[config.mk]
export PLATFORM = sky130hd
export DESIGN_NAME = uart_alu_frame_top
export DESIGN_NICKNAME = d
export VERILOG_FILES = /design/src/rtl/uart_alu_frame_top.sv
export SDC_FILE = /design/constraint.sdc
export NUM_CORES = 1
export LEC_CHECK = 0
export ABC_AREA = 1
export CORE_AREA = 2 2 113 115
export DETAILED_ROUTE_END_ITERATION = 8
export DIE_AREA = 0 0 115 117
export DONT_BUFFER_PORTS = 1
export GPL_TIMING_DRIVEN = 0
export PLACE_DENSITY_LB_ADDON = 0.08
export SYNTH_ARGS = -nofsm -noshare
export SYNTH_HDL_FRONTEND = slang
export SYNTH_HIERARCHICAL = 1
export SYNTH_SLANG_ARGS = --single-unit
[constraint.sdc]
create_clock -name i_clk -period 2.7 [get_ports i_clk]
set_input_delay 0.54 -clock i_clk [delete_from_list [all_inputs] [get_ports i_clk]]
set_output_delay 0.54 -clock i_clk [all_outputs]
set_load 0.005 [all_outputs]
[src/rtl/uart_alu_frame_top.sv]
// UART-to-ALU bridge: framed little-endian multi-byte requests in, result bytes plus a status byte out.
// Holds the 16x baud tick generator, 8N1 receiver/transmitter, the ALU and the frame sequencer.

module baud_rate_generator #(
   parameter int CLK_FREQ  = 100000000,
   parameter int BAUD_RATE = 9600
) (
   input  logic i_clk,
   input  logic i_reset,
   output logic o_tick
);
   localparam int DIV_RAW = CLK_FREQ / (BAUD_RATE * 16);
   localparam int DIV     = (DIV_RAW < 1) ? 1 : DIV_RAW;
   localparam int CW      = (DIV > 1) ? $clog2(DIV) : 1;

   logic [CW-1:0] cnt;

   always_ff @(posedge i_clk) begin
      if (i_reset)                     cnt <= '0;
      else if (cnt == CW'(DIV - 1))    cnt <= '0;
      else                             cnt <= cnt + CW'(1);
   end

   assign o_tick = (cnt == CW'(DIV - 1));
endmodule

module rx (
   input  logic       i_clk,
   input  logic       i_reset,
   input  logic       i_tick,
   input  logic       i_rx,
   output logic       o_valid,
   output logic [7:0] o_data
);
   typedef enum logic [1:0] {RX_IDLE, RX_START, RX_DATA, RX_STOP} rx_state_t;

   rx_state_t  state, state_next;
   logic [3:0] tcnt, tcnt_next;
   logic [2:0] bcnt, bcnt_next;
   logic [7:0] shreg, shreg_next;
   logic       rx_meta, rx_sync;

   always_ff @(posedge i_clk) begin
      if (i_reset) begin
         rx_meta <= 1'b1;
         rx_sync <= 1'b1;
         state   <= RX_IDLE;
         tcnt    <= '0;
         bcnt    <= '0;
         shreg   <= '0;
      end else begin
         rx_meta <= i_rx;
         rx_sync <= rx_meta;
         state   <= state_next;
         tcnt    <= tcnt_next;
         bcnt    <= bcnt_next;
         shreg   <= shreg_next;
      end
   end

   // The start bit is re-checked at its midpoint; every later sample lands 16 ticks apart.
   always_comb begin
      state_next = state;
      tcnt_next  = tcnt;
      bcnt_next  = bcnt;
      shreg_next = shreg;
      case (state)
         RX_IDLE: begin
            if (!rx_sync) begin
               state_next = RX_START;
               tcnt_next  = '0;
            end
         end
         RX_START: begin
            if (i_tick) begin
               if (tcnt == 4'd7) begin
                  tcnt_next  = '0;
                  bcnt_next  = '0;
                  state_next = rx_sync ? RX_IDLE : RX_DATA;
               end else begin
                  tcnt_next = tcnt + 4'd1;
               end
            end
         end
         RX_DATA: begin
            if (i_tick) begin
               if (tcnt == 4'd15) begin
                  tcnt_next  = '0;
                  shreg_next = {rx_sync, shreg[7:1]};
                  if (bcnt == 3'd7) state_next = RX_STOP;
                  else              bcnt_next  = bcnt + 3'd1;
               end else begin
                  tcnt_next = tcnt + 4'd1;
               end
            end
         end
         RX_STOP: begin
            if (i_tick) begin
               if (tcnt == 4'd15) state_next = RX_IDLE;
               else               tcnt_next  = tcnt + 4'd1;
            end
         end
         default: state_next = RX_IDLE;
      endcase
   end

   always_comb begin
      o_valid = (state == RX_STOP) && i_tick && (tcnt == 4'd15) && rx_sync;
      o_data  = shreg;
   end
endmodule

module tx (
   input  logic       i_clk,
   input  logic       i_reset,
   input  logic       i_tick,
   input  logic       i_valid,
   input  logic [7:0] i_data,
   output logic       o_serial
);
   typedef enum logic [1:0] {TX_IDLE, TX_START, TX_DATA, TX_STOP} tx_state_t;

   tx_state_t  state, state_next;
   logic [3:0] tcnt, tcnt_next;
   logic [2:0] bcnt, bcnt_next;
   logic [7:0] shreg, shreg_next;

   always_ff @(posedge i_clk) begin
      if (i_reset) begin
         state <= TX_IDLE;
         tcnt  <= '0;
         bcnt  <= '0;
         shreg <= '0;
      end else begin
         state <= state_next;
         tcnt  <= tcnt_next;
         bcnt  <= bcnt_next;
         shreg <= shreg_next;
      end
   end

   always_comb begin
      state_next = state;
      tcnt_next  = tcnt;
      bcnt_next  = bcnt;
      shreg_next = shreg;
      case (state)
         TX_IDLE: begin
            if (i_valid) begin
               state_next = TX_START;
               tcnt_next  = '0;
               shreg_next = i_data;
            end
         end
         TX_START: begin
            if (i_tick) begin
               if (tcnt == 4'd15) begin
                  state_next = TX_DATA;
                  tcnt_next  = '0;
                  bcnt_next  = '0;
               end else begin
                  tcnt_next = tcnt + 4'd1;
               end
            end
         end
         TX_DATA: begin
            if (i_tick) begin
               if (tcnt == 4'd15) begin
                  tcnt_next  = '0;
                  shreg_next = {1'b0, shreg[7:1]};
                  if (bcnt == 3'd7) state_next = TX_STOP;
                  else              bcnt_next  = bcnt + 3'd1;
               end else begin
                  tcnt_next = tcnt + 4'd1;
               end
            end
         end
         TX_STOP: begin
            if (i_tick) begin
               if (tcnt == 4'd15) state_next = TX_IDLE;
               else               tcnt_next  = tcnt + 4'd1;
            end
         end
         default: state_next = TX_IDLE;
      endcase
   end

   always_comb begin
      case (state)
         TX_START: o_serial = 1'b0;
         TX_DATA:  o_serial = shreg[0];
         default:  o_serial = 1'b1;
      endcase
   end
endmodule

module alu #(
   parameter int NB_DATA = 8,
   parameter int NB_OPS  = 6
) (
   input  logic [NB_DATA-1:0] i_a,
   input  logic [NB_DATA-1:0] i_b,
   input  logic [NB_OPS-1:0]  i_op,
   output logic [NB_DATA-1:0] o_result
);
   localparam logic [NB_OPS-1:0] OP_ADD = NB_OPS'(6'b100000);
   localparam logic [NB_OPS-1:0] OP_SUB = NB_OPS'(6'b100010);
   localparam logic [NB_OPS-1:0] OP_AND = NB_OPS'(6'b100100);
   localparam logic [NB_OPS-1:0] OP_OR  = NB_OPS'(6'b100101);
   localparam logic [NB_OPS-1:0] OP_XOR = NB_OPS'(6'b100110);
   localparam logic [NB_OPS-1:0] OP_NOR = NB_OPS'(6'b100111);
   localparam logic [NB_OPS-1:0] OP_SRA = NB_OPS'(6'b000011);
   localparam logic [NB_OPS-1:0] OP_SRL = NB_OPS'(6'b000010);

   // Unknown opcodes produce zero rather than holding a stale value.
   always_comb begin
      case (i_op)
         OP_ADD:  o_result = i_a + i_b;
         OP_SUB:  o_result = i_a - i_b;
         OP_AND:  o_result = i_a & i_b;
         OP_OR:   o_result = i_a | i_b;
         OP_XOR:  o_result = i_a ^ i_b;
         OP_NOR:  o_result = ~(i_a | i_b);
         OP_SRA:  o_result = $signed(i_a) >>> i_b;
         OP_SRL:  o_result = i_a >> i_b;
         default: o_result = '0;
      endcase
   end
endmodule

module uart_alu_frame_top #(
   parameter int         CLK_FREQ      = 100000000,
   parameter int         BAUD_RATE     = 9600,
   parameter int         NB_DATA       = 8,
   parameter int         NB_OPS        = 6,
   parameter logic [7:0] HEADER        = 8'hA5,
   parameter int         TIMEOUT_TICKS = 3200,
   parameter int         TX_GAP_TICKS  = 176
) (
   input  logic i_clk,
   input  logic i_reset,
   input  logic i_rx_data,
   output logic o_tx_serial_data,
   output logic o_busy,
   output logic o_frame_err,
   output logic o_overrun
);
   localparam int NBYTES  = NB_DATA / 8;
   localparam int CNT_MAX = (TIMEOUT_TICKS > TX_GAP_TICKS) ? TIMEOUT_TICKS : TX_GAP_TICKS;
   localparam int CW      = $clog2(CNT_MAX + 1);

   typedef enum logic [2:0] {IDLE, GET_OP, GET_A, GET_B, EXEC, SEND, SEND_GAP} seq_state_t;

   seq_state_t         state, state_next;
   logic [2:0]         idx, idx_next;
   logic [CW-1:0]      cnt, cnt_next;
   logic [7:0]         op_reg, op_next;
   logic [NB_DATA-1:0] a_reg, a_next, b_reg, b_next, res_reg, res_next;
   logic [7:0]         status_reg, status_next;
   logic               overrun, overrun_next;

   logic               tick, rx_valid, tx_valid, timeout, op_bad;
   logic [7:0]         rx_byte, tx_byte;
   logic [NB_DATA-1:0] alu_result;
   logic [NB_DATA+7:0] reply_word;

   baud_rate_generator #(.CLK_FREQ(CLK_FREQ), .BAUD_RATE(BAUD_RATE)) u_baud (
      .i_clk(i_clk), .i_reset(i_reset), .o_tick(tick)
   );

   rx u_rx (
      .i_clk(i_clk), .i_reset(i_reset), .i_tick(tick), .i_rx(i_rx_data),
      .o_valid(rx_valid), .o_data(rx_byte)
   );

   tx u_tx (
      .i_clk(i_clk), .i_reset(i_reset), .i_tick(tick), .i_valid(tx_valid),
      .i_data(tx_byte), .o_serial(o_tx_serial_data)
   );

   alu #(.NB_DATA(NB_DATA), .NB_OPS(NB_OPS)) u_alu (
      .i_a(a_reg), .i_b(b_reg), .i_op(op_reg[NB_OPS-1:0]), .o_result(alu_result)
   );

   // Opcode bits above the ALU's opcode width must be zero for the request to be valid.
   assign op_bad     = (op_reg >> NB_OPS) != 8'h00;
   assign timeout    = ((state == GET_OP) || (state == GET_A) || (state == GET_B)) &&
                       (cnt == CW'(TIMEOUT_TICKS));
   assign reply_word = {status_reg, res_reg};

   always_ff @(posedge i_clk) begin
      if (i_reset) begin
         state      <= IDLE;
         idx        <= '0;
         cnt        <= '0;
         op_reg     <= '0;
         a_reg      <= '0;
         b_reg      <= '0;
         res_reg    <= '0;
         status_reg <= '0;
         overrun    <= 1'b0;
      end else begin
         state      <= state_next;
         idx        <= idx_next;
         cnt        <= cnt_next;
         op_reg     <= op_next;
         a_reg      <= a_next;
         b_reg      <= b_next;
         res_reg    <= res_next;
         status_reg <= status_next;
         overrun    <= overrun_next;
      end
   end

   always_comb begin
      state_next   = state;
      idx_next     = idx;
      cnt_next     = cnt;
      op_next      = op_reg;
      a_next       = a_reg;
      b_next       = b_reg;
      res_next     = res_reg;
      status_next  = status_reg;
      overrun_next = overrun;
      case (state)
         IDLE: begin
            if (rx_valid && (rx_byte == HEADER)) begin
               state_next   = GET_OP;
               idx_next     = '0;
               cnt_next     = '0;
               overrun_next = 1'b0;
            end
         end
         GET_OP: begin
            if (rx_valid) begin
               op_next    = rx_byte;
               idx_next   = '0;
               cnt_next   = '0;
               state_next = GET_A;
            end else if (tick) begin
               cnt_next = cnt + CW'(1);
            end
         end
         GET_A, GET_B: begin
            if (rx_valid) begin
               cnt_next = '0;
               if (state == GET_A) a_next[8*idx +: 8] = rx_byte;
               else                b_next[8*idx +: 8] = rx_byte;
               if (idx == 3'(NBYTES - 1)) begin
                  idx_next   = '0;
                  state_next = (state == GET_A) ? GET_B : EXEC;
               end else begin
                  idx_next = idx + 3'd1;
               end
            end else if (tick) begin
               cnt_next = cnt + CW'(1);
            end
         end
         EXEC: begin
            res_next     = op_bad ? '0 : alu_result;
            status_next  = op_bad ? 8'h01 : 8'h00;
            idx_next     = '0;
            state_next   = SEND;
            overrun_next = overrun | rx_valid;
         end
         SEND: begin
            cnt_next     = '0;
            state_next   = SEND_GAP;
            overrun_next = overrun | rx_valid;
         end
         SEND_GAP: begin
            overrun_next = overrun | rx_valid;
            if (cnt == CW'(TX_GAP_TICKS)) begin
               if (idx == 3'(NBYTES)) begin
                  idx_next   = '0;
                  state_next = IDLE;
               end else begin
                  idx_next   = idx + 3'd1;
                  state_next = SEND;
               end
            end else if (tick) begin
               cnt_next = cnt + CW'(1);
            end
         end
         default: state_next = IDLE;
      endcase
      // A timeout overrides any byte arriving in the same cycle and drops the partial request.
      if (timeout) begin
         state_next = IDLE;
         idx_next   = '0;
         cnt_next   = '0;
         op_next    = '0;
         a_next     = '0;
         b_next     = '0;
      end
   end

   always_comb begin
      tx_valid    = (state == SEND);
      tx_byte     = reply_word[8*idx +: 8];
      o_busy      = (state != IDLE);
      o_frame_err = timeout;
      o_overrun   = overrun;
   end
endmodule

==> metrics.yaml, run 1 <==
outcome:
  status: "finished, final reports clean"
clocking:
  clkLatencyLatePin_ns: 0.36
  clk_path_buf_depth: 2
  cts_hold_buf: 0
  cts_tree: "done"
  numCtsBuffers: 9
  htreeDepth: 3
  cts_root_buf: "clkbuf_16"
  cts_num_sinks: 98
  path_clk_slew_ns: 0.08
power:
  switchingPower_uw: 1560
  combinationalPowerShare_pct: 31.5
  power_uw: 4180
  seqPwrFrac_pct: 38.3
  power.density_mw_per_mm2: 539
  p_int_uw: 2620
  p_sw_share_pct: 37.3
  power_leakage_uw: 0.00324
  p_clk_share_pct: 30.2
  ir_drop_uv: 630
placed_design:
  placedInstanceArea_mm2: 0.00731
  hpwl_mm: 12.3
  gp_congestion: 0.937
  io_buffers: 0
grt:
  antenna_found_initial: 0
  gr-total-overflow: 0
  first_global_vias: 6050
  track_usage_pct: 25.7
  grt_pass1_wl_mm: 28.0
  grt_max_degree: 19
floorplan:
  fp.coreArea_mm2: 0.0123
  die_h_um: 117
  num_rows: 41
  ios: 7
  floorplan.initialDensity_pct: 57.8
  die_area_mm2: 0.0135
  fp.dieW_um: 115
yosys:
  yosysWarnings: 6
  synth_cell_types: 48
  syn_area_mm2: 0.00712
  synth_cells: 1075
  synth_seq_cells: 98
  synth-edff-count: 0
  syn_avg_cell_area_um2: 6.62
  synthFlopType: "dfxtp_1"
  syn_nets: 1123
  yosysSeqAreaShare_pct: 27.6
  synthArstFlopShare_pct: 0
drt:
  detail-route-antenna-nets: 0
  top_layer: "met4"
  met2_length_mm: 7.71
  wl_met1_mm: 7.94
  vias: 6694
  drtPass1Iterations: 5
  routed_wl_mm: 16.5
  drc: 0
  drt_iter0_markers: 510
  avgViaCountPerCell: 5.37
  avgRoutedWirePerCell_um: 13.3
  met3_length_um: 655
worst_setup_path:
  path_max_fanout: 7
  cp.arrival_ns: 2.81
  worstSetupEndpointType: "flop"
  required_ns: 2.96
  cp-start-kind: "flop"
  worstSetupPathType: "flop to flop"
timing:
  max_freq_mhz: 391
  period_minus_slack_ns: 2.56
  tightest_slew_ns: 0.661
  rsz0062_at_grt: "yes"
  drv_slew: 0
  hold_viol: 0
  min_period_over_period_pct: 94.7
  slew_headroom_pct: 55.8
  setup_viol: 0
  clock_skew_ns: 0.0102
  fin_setup_tns_ns: 0
finish:
  num_antenna_cells: 0
  synthToLayoutAreaGrowth_pct: 8.82
  final_area_mm2: 0.00775
  largestRegisters: "cnt x12, u_baud/cnt x10"
  final_layout_size_suffix_gt1_share_pct: 15.0
  final_nets: 1140
  largest_reg_flops: 12
  regMostFlops: "cnt"
  final_common_cell: "nand2_1"
  final_cell_mix: "nand2_1, nor2_1, inv_1"
  nFillCells: 1207
run:
  max_cap_viol_count: 0
hold_path:
  hold_path.class: "primary input to flop"
## layer usage
| metal | GRT usage [%] | vias up |
|---|---|---|
| li1 | - | 3513 |
| met1 | 34.9 | 3027 |
| met2 | 43.1 | 133 |
| met3 | 3.40 | 21 |
| met4 | 7.23 | 0 |
| met5 | 0 | - |
## power by group through the flow
stage          Sequential (uW)  Combinational [uW]  Clock [uW]
2_1_floorplan             1610                1030           0
3_3_place_gp              1630                1250           0
3_5_place_dp              1630                1250           0
4_1_cts                   1600                1270        1290
5_1_grt                   1610                1480        1340
6_report                  1600                1320        1260
## path summary, 6_finish.rpt
path                                     to  slack [ns]               startpoint  depth (start not counted)
hold / removal    u_tx/tcnt[3]$_SDFFE_PP0P_        0.23                  i_reset                          1
setup / recovery    res_reg[7]$_SDFFE_PP0P_        0.14    b_reg[2]$_SDFFE_PP0P_                         15
hold reg to reg     u_rx/rx_sync$_SDFF_PP1_        0.42  u_rx/rx_meta$_SDFF_PP1_                          1
setup reg to reg    res_reg[7]$_SDFFE_PP0P_        0.14    b_reg[2]$_SDFFE_PP0P_                         15
## kinds of logic (layout without fill, tap and decap cells)
group                    count (synthesis)  in the layout  share of synthesized area (%)
buffers and inverters                  148            170                           9.44
multiplexers                             1              1                          0.141
flip-flops                              98             98                           27.6
adder cells (fa/ha/maj)                 45             45                           8.01
AND/OR/NAND/NOR                        614            614                           39.0
XOR/XNOR                                17             17                           2.09
AO/OA/AOI/OAI                          152            152                           13.8
## timing repair
item                                    in CTS  in global routing
pin swaps                                    0                  8
setup buffers                                1                  5
gates resized for setup                     10                 31
endpoints found under the setup margin      45                 40
## worst max-delay path, cell delays in order (launching register included)
cell,delay (ns)
dfxtp_1,0.36
buf_6,0.17
nor2_4,0.13
inv_1,0.10
o21ai_2,0.21
nand2_1,0.10
xor2_1,0.15
ha_1,0.34
a21o_1,0.19
nor2_1,0.10
nand2_1,0.08
nand3b_1,0.15
nand3_1,0.11
nand2_1,0.09
a22oi_1,0.14
nor2_1,0.05
## per-stage QoR
step / worst slack (ns) / hold slack (ns) / util (%) / std cells
2_1_floorplan: 0.135 / 0.389 / - / 1075
3_3_place_gp: -0.357 / 0.393 / 59.4 / 1225
3_5_place_dp: -0.332 / 0.402 / 59.4 / 1225
4_1_cts: -0.00196 / 0.228 / 62.0 / 1242
5_1_grt: -0.0111 / 0.221 / 62.9 / 1247
6_report: 0.142 / 0.234 / 62.9 / 1247
## synthesized netlist by cell type, types with 7 or more instances
cell / number / area share (%)
nand2_1: 296 / 16
nor2_1: 151 / 8.0
inv_1: 108 / 5.7
dfxtp_1: 98 / 28
nand3_1: 79 / 5.6
a21oi_1: 45 / 3.2
ha_1: 44 / 7.7
o21ai_0: 39 / 2.7
a21oi_2: 32 / 3.9
nand4_1: 27 / 2.4
xor2_1: 14 / 1.7
inv_2: 12 / 0.63
nor2_2: 11 / 0.97
o21ai_1: 9 / 0.63
nor3_1: 8 / 0.56
a21boi_1: 7 / 0.74
buf_2: 7 / 0.49
nor2_4: 7 / 1.1
## area by class of cell
class	count	area (um2)	share of cell area, %
clock inverter	6	56.3	0.727
inverter	124	487	6.28
sequential	98	1970	25.4
buffer	24	215	2.78
timing repair buffer	6	45.0	0.581
clock buffer	10	229	2.95
multi-input combinational	829	4560	58.9
tap	150	188	2.42
Note: power is estimated with default switching activity, not from simulation.
==> run 2: changes to the inputs <==
Settings changed: RECOVER_POWER from default to 25.
==> run 2 against run 1 <==
  * Register-to-register slack about the same
  * Utilization decreased by 0.34 points
  * Sequential cell count unchanged
  * Sequential share of layout area grew 0.14 points
  * Via count is essentially flat
  * Worst hold slack lost 0.00061 ns
  * First-iteration DRC count increased by 0.78%
  * Combinational power is essentially flat
  * Highest routed layer unchanged
==> metrics.yaml, run 2 (synthesis results as in run 1) <==
placed_design:
  io_buffers: 0  # unchanged
  placed_cells: 1225  # unchanged
  placedInstanceArea_mm2: 0.00731  # unchanged
  gp_congestion: 0.937  # unchanged
  hpwl_mm: 12.3  # unchanged
power:
  seqPwrFrac_pct: 38.3  # about the same
  power.density_mw_per_mm2: 541  # +0.38%
  power_uw: 4170  # -0.15%
  p_clk_share_pct: 30.3  # about the same
  p_int_uw: 2610  # -0.13%
  p_sw_share_pct: 37.3  # about the same
  switchingPower_uw: 1560  # -0.19%
  power_leakage_uw: 0.00322  # -0.60%
  ir_drop_uv: 629  # about the same
  combinationalPowerShare_pct: 31.4  # about the same
worst_setup_path:
  path_max_fanout: 7  # unchanged
  worstSetupPathType: "flop to flop"
  required_ns: 2.96  # about the same
  worstSetupEndpointType: "flop"
  cp-start-kind: "flop"
  cp.arrival_ns: 2.82  # about the same
  rr_worst_depth: 15  # unchanged
finish:
  regMostFlops: "cnt"
  synthToLayoutAreaGrowth_pct: 8.24
  fin_util_pct: 62.6  # -0.34 points
  num_antenna_cells: 0  # unchanged
  final_cell_mix: "nand2_1, nor2_1, inv_1"
  largest_reg_flops: 12  # unchanged
  largestRegisters: "cnt x12, u_baud/cnt x10"
  final-instance-count-excl-fill: 1247  # unchanged
  final_area_mm2: 0.00771  # -0.53%
  final_layout_size_suffix_gt1_share_pct: 14.3  # -0.73 points
  final_common_cell: "nand2_1"
  final_nets: 1140  # unchanged
drt:
  drc: 0  # unchanged
  drt_iter0_markers: 514  # +0.78%
  avgRoutedWirePerCell_um: 13.3  # +0.21%
  drtPass1Iterations: 6  # +1
  detail-route-antenna-nets: 0  # unchanged
  avgViaCountPerCell: 5.37  # about the same
  routed_wl_mm: 16.6  # +0.21%
  vias: 6699  # +0.075%
timing:
  rsz0062_at_grt: "yes"
  tightest_slew_ns: 0.843  # +0.183 ns
  hold_viol: 0  # unchanged
  setup_viol: 0  # unchanged
  period_minus_slack_ns: 2.56  # +0.00202 ns
  max_freq_mhz: 391  # about the same
  clock_skew_ns: 0.00955  # -0.000641 ns
  slew_headroom_pct: 43.3  # -12 points
  drv_slew: 0  # unchanged
  min_period_over_period_pct: 94.8  # about the same
  holdWs_ns: 0.233  # -0.000607 ns
clocking:
  cts_hold_buf: 0  # unchanged
  htreeDepth: 3  # unchanged
  cts_tree: "done"
  cts_num_sinks: 98  # unchanged
  clk_path_buf_depth: 2  # unchanged
  path_clk_slew_ns: 0.07  # about the same
  numCtsBuffers: 9  # unchanged
  clkLatencyLatePin_ns: 0.37  # about the same
  cts_root_buf: "clkbuf_16"
grt:
  antenna_found_initial: 0  # unchanged
  grt_max_degree: 19  # unchanged
  track_usage_pct: 25.7  # unchanged
  gr-total-overflow: 0  # unchanged
  first_global_vias: 6050  # unchanged
  grt_pass1_wl_mm: 28.0  # unchanged
hold_path:
  hold_path.class: "primary input to flop"
  hold_depth: 1  # unchanged
run:
  max_cap_viol_count: 0  # unchanged
floorplan:
  die_area_mm2: 0.0135  # unchanged
  fp.dieW_um: 115  # unchanged
  floorplan.initialDensity_pct: 57.8  # unchanged
  ios: 7  # unchanged
  num_rows: 41  # unchanged
  fp.coreArea_mm2: 0.0123  # unchanged
  die_h_um: 117  # unchanged
outcome:
  status: "finished, final reports clean"
[run 2: cell count changes in the layout (fill, tap and decap cells not counted), moves of 2 or more]
cell and delta:
clkinvlp_2 +2, inv_1 +2, inv_2 -2, nor2_1 +2, o21ai_0 +2, o21ai_1 -2
[run 2: stage by stage]
step,TNS [ns],setup WS [ns]
4_1_cts,-0.00196,-0.00196
5_1_grt,-0.00764,-0.00764
3_3_place_gp,-4.88,-0.357
3_5_place_dp,-5.64,-0.332
6_report,0,0.140
2_1_floorplan,0,0.135
[run 2: cell type report]
cell class / instances / area, um2
multi-input combinational: 829 / 4520
inverter: 124 / 483
clock buffer: 10 / 229
buffer: 24 / 215
timing repair buffer: 6 / 45.0
fill: 1218 / 4600
sequential: 98 / 1970
clock inverter: 6 / 56.3
tap: 150 / 188
[run 2: path summary, 6_finish.rpt]
kind / from / slack [ns] / to
max: b_reg[2]$_SDFFE_PP0P_ / 0.14 / res_reg[7]$_SDFFE_PP0P_
min: i_reset / 0.23 / u_tx/tcnt[3]$_SDFFE_PP0P_
max reg2reg: b_reg[2]$_SDFFE_PP0P_ / 0.14 / res_reg[7]$_SDFFE_PP0P_
min reg2reg: u_rx/rx_meta$_SDFF_PP1_ / 0.42 / u_rx/rx_sync$_SDFF_PP1_
[run 2: power groups by stage]
stage	combinational (uW)	clock (uW)	sequential, uW
2_1_floorplan	1030	0	1610
3_3_place_gp	1250	0	1630
3_5_place_dp	1250	0	1630
4_1_cts	1270	1290	1600
5_1_grt	1470	1340	1610
6_report	1310	1270	1600
[run 2: layer usage]
metal / vias up / routed length (um) / global-route usage [%]
met3: 17 / 620 / 3.40
met4: 0 / 215 / 7.23
li1: 3511 / - / -
met2: 135 / 7730 / 43.1
met1: 3036 / 8000 / 34.9
met5: - / 0 / 0
[run 2: timing repair]
item                                    in CTS  in global routing
gates resized for setup                     10                 31
pin swaps                                    0                  8
endpoints found under the setup margin      45                 40
endpoints found under the hold margin        0                  0
setup buffers                                1                  5
[run 2: worst max-delay path, cell delays in order, from the launching register on]
cell and delay (ns):
dfxtp_1 0.36, buf_6 0.17, nor2_4 0.13, inv_1 0.10, o21ai_2 0.21, nand2_1 0.10
xor2_1 0.15, ha_1 0.34, a21o_1 0.19, nor2_1 0.10, nand2_1 0.08, nand3b_1 0.15
nand3_1 0.11, nand2_1 0.09, a22oi_1 0.14, nor2_1 0.05
==> run 3: changes to the inputs <==
Settings changed: PLACE_DENSITY from default to 0.74, PLACE_DENSITY_LB_ADDON 0.08 to default, SLEW_MARGIN from default to 20.
==> run 3 against run 2 <==
  * First-iteration DRC count down 4.5%
  * Power down 0.19%
  * Non-clock buffer count up 3
  * Wire length down 1.2%
  * Global-route usage down 0.41 points
  * Worst hold slack better by 0.0085 ns
  * Utilization up 0.29 points
  * Via count down 0.43%
  * Fmax down 1.2%
  * Combinational power about the same
  * Critical path depth unchanged
  * Cell count up 0.24%
  * Critical path type unchanged
  * Critical endpoint unchanged
==> metrics.yaml, run 3 (synthesis results as in run 1) <==
finish:
  synthToLayoutAreaGrowth_pct: 8.75
  nFillCells: 1168  # -4.1%
  final_common_cell: "nand2_1"
  final_layout_size_suffix_gt1_share_pct: 14.5  # +0.23 points
  regMostFlops: "cnt"
  fin_util_pct: 62.9  # +0.29 points
  final-instance-count-excl-fill: 1250  # +0.24%
  largestRegisters: "cnt x12, u_baud/cnt x10"
  largest_reg_flops: 12  # unchanged
  num_antenna_cells: 0  # unchanged
  final_cell_mix: "nand2_1, nor2_1, inv_1"
  final_nets: 1143  # +0.26%
timing:
  slew_headroom_pct: 47.8  # +4.4 points
  hold_viol: 0  # unchanged
  min_period_over_period_pct: 95.9  # +1.1 points
  tightest_slew_ns: 0.778  # -0.0658 ns
  setup_viol: 0  # unchanged
  drv_slew: 0  # unchanged
  clock_skew_ns: 0.00928  # -0.000277 ns
  rsz0062_at_grt: "yes"
  max_freq_mhz: 386  # -1.2%
  period_minus_slack_ns: 2.59  # +0.0304 ns
worst_setup_path:
  cp_cell_sequence: "buf_4 -> nor2_4 -> inv_1 -> o21ai_2 -> nand2_1 -> xor2_1 -> ha_1 -> a21o_1 -> nor2_1 -> nand2_1 -> nand3b_1 -> nand3_1 -> nand2_1 -> a22oi_1 -> nor2_1"
  cp.arrival_ns: 2.84  # +0.02 ns
  cpMostUsedCell: "nand2_1"
  crit_path_max_incr_delay_ns: 0.35  # about the same
  worstSetupEndpointType: "flop"
  rr_worst_depth: 15  # unchanged
  cp-start-kind: "flop"
  slowest_stage: "dfxtp_1"
  r2r_slack_ns: 0.11  # -0.03 ns
  worstSetupPathType: "flop to flop"
  r2r_start: "b_reg[2]$_SDFFE_PP0P_"
  path_max_fanout: 7  # unchanged
  timing.rr.end: "res_reg[7]$_SDFFE_PP0P_"
  required_ns: 2.95  # about the same
clocking:
  clk_path_buf_depth: 2  # unchanged
  cts_tree: "done"
  clkLatencyLatePin_ns: 0.36  # about the same
  cts_root_buf: "clkbuf_16"
  htreeDepth: 3  # unchanged
  cts_num_sinks: 98  # unchanged
  numCtsBuffers: 9  # unchanged
  cts_hold_buf: 0  # unchanged
  path_clk_slew_ns: 0.07  # about the same
drt:
  detail-route-antenna-nets: 0  # unchanged
  vias: 6670  # -0.43%
  avgRoutedWirePerCell_um: 13.1  # -1.5%
  avgViaCountPerCell: 5.34  # -0.67%
  drc: 0  # unchanged
  drt_iter0_markers: 491  # -4.5%
  routed_wl_mm: 16.4  # -1.2%
  drtPass1Iterations: 6  # unchanged
grt:
  grt_max_degree: 18  # -1
  first_global_vias: 5912  # -2.3%
  gr-total-overflow: 0  # unchanged
  antenna_found_initial: 0  # unchanged
  track_usage_pct: 25.3  # -0.41 points
  grt_pass1_wl_mm: 27.5  # -1.9%
placed_design:
  gp_congestion: 0.978  # +4.4%
  io_buffers: 0  # unchanged
  hpwl_mm: 12.2  # -1.0%
  placed_cells: 1225  # unchanged
floorplan:
  fp.coreArea_mm2: 0.0123  # unchanged
  fp.dieW_um: 115  # unchanged
  die_h_um: 117  # unchanged
  num_rows: 41  # unchanged
  ios: 7  # unchanged
  die_area_mm2: 0.0135  # unchanged
  floorplan.initialDensity_pct: 57.8  # unchanged
hold_path:
  hold_path.class: "primary input to flop"
  hold_end: "u_rx/tcnt[1]$_SDFFE_PP0P_"
  min-delay-start: "i_reset"
  hold_depth: 1  # unchanged
power:
  power_leakage_uw: 0.00321  # -0.23%
  ir_drop_uv: 543  # -14%
  power.density_mw_per_mm2: 537  # -0.66%
outcome:
  status: "finished, final reports clean"
run:
  max_cap_viol_count: 0  # unchanged
-- run 3: cell types whose count changed in the layout (fill, tap and decap cells not counted), sizes merged --
| cell | before | now |
|---|---|---|
| buf | 27 | 30 |
| inv | 125 | 123 |
| clkinvlp | 3 | 5 |
-- run 3: power by group --
| part | internal (uW) | switching (uW) |
|---|---|---|
| clock | 661 | 600 |
| combinational | 424 | 882 |
| sequential | 1530 | 67.7 |
| total | 2610 | 1550 |
-- run 3: layout make-up --
cell class | instances | area [um2] | share of cell area (%)
inverters | 124 | 483 | 6.24
plain buffers | 24 | 211 | 2.73
multi-input cells | 829 | 4540 | 58.6
well taps | 150 | 188 | 2.42
flip-flops and latches | 98 | 1970 | 25.4
clock buffers | 10 | 239 | 3.09
clock inverters | 6 | 50.0 | 0.646
repair buffers | 9 | 67.6 | 0.873
-- run 3: what timing repair did --
item	CTS	global route
setup buffers	1	8
hold endpoints to repair	0	0
resized for setup	9	29
setup endpoints to repair	46	38
pin swaps	0	6
-- run 3: critical path, delay by kind of cell (launching register included) --
family	cells	cell delay, ns
and+or+nand+nor	8	0.80
adders and majority gates	1	0.35
AOI/OAI and AO/OA	3	0.55
xor gates and xnor gates	1	0.14
buffers and inverters	2	0.29
DFF	1	0.35
-- run 3: per-stage QoR --
stage	power (uW)	hold slack, ns	setup slack, ns	instance area (um2)	TNS [ns]
2_1_floorplan	2650	0.389	0.135	7120	0
3_3_place_gp	2860	0.400	-0.329	7310	-5.19
3_5_place_dp	2880	0.398	-0.346	7310	-6.26
4_1_cts	4140	0.229	0.0108	7620	0
5_1_grt	4430	0.229	-0.0786	7740	-0.120
6_report	4160	0.242	0.110	7740	0
-- run 3: worst max path at each step --
| stage | startpoint | to | slack (ns) |
|---|---|---|---|
| floorplan | b_reg[1]$_SDFFE_PP0P_ | res_reg[7]$_SDFFE_PP0P_ | 0.13 |
| global placement | b_reg[1]$_SDFFE_PP0P_ | res_reg[7]$_SDFFE_PP0P_ | -0.33 |
| detailed placement | b_reg[1]$_SDFFE_PP0P_ | res_reg[7]$_SDFFE_PP0P_ | -0.35 |
| CTS | b_reg[1]$_SDFFE_PP0P_ | res_reg[7]$_SDFFE_PP0P_ | 0.01 |
| global route | b_reg[1]$_SDFFE_PP0P_ | res_reg[7]$_SDFFE_PP0P_ | -0.08 |
| finish | b_reg[2]$_SDFFE_PP0P_ | res_reg[7]$_SDFFE_PP0P_ | 0.11 |
-- run 3: routing by layer --
layer,global-route usage (%),part of all wire [%],routed length (um)
met1,34.5,48,7880
met2,40.9,45,7420
met3,3.19,4.1,676
met4,9.96,2.4,387
met5,0,0,0
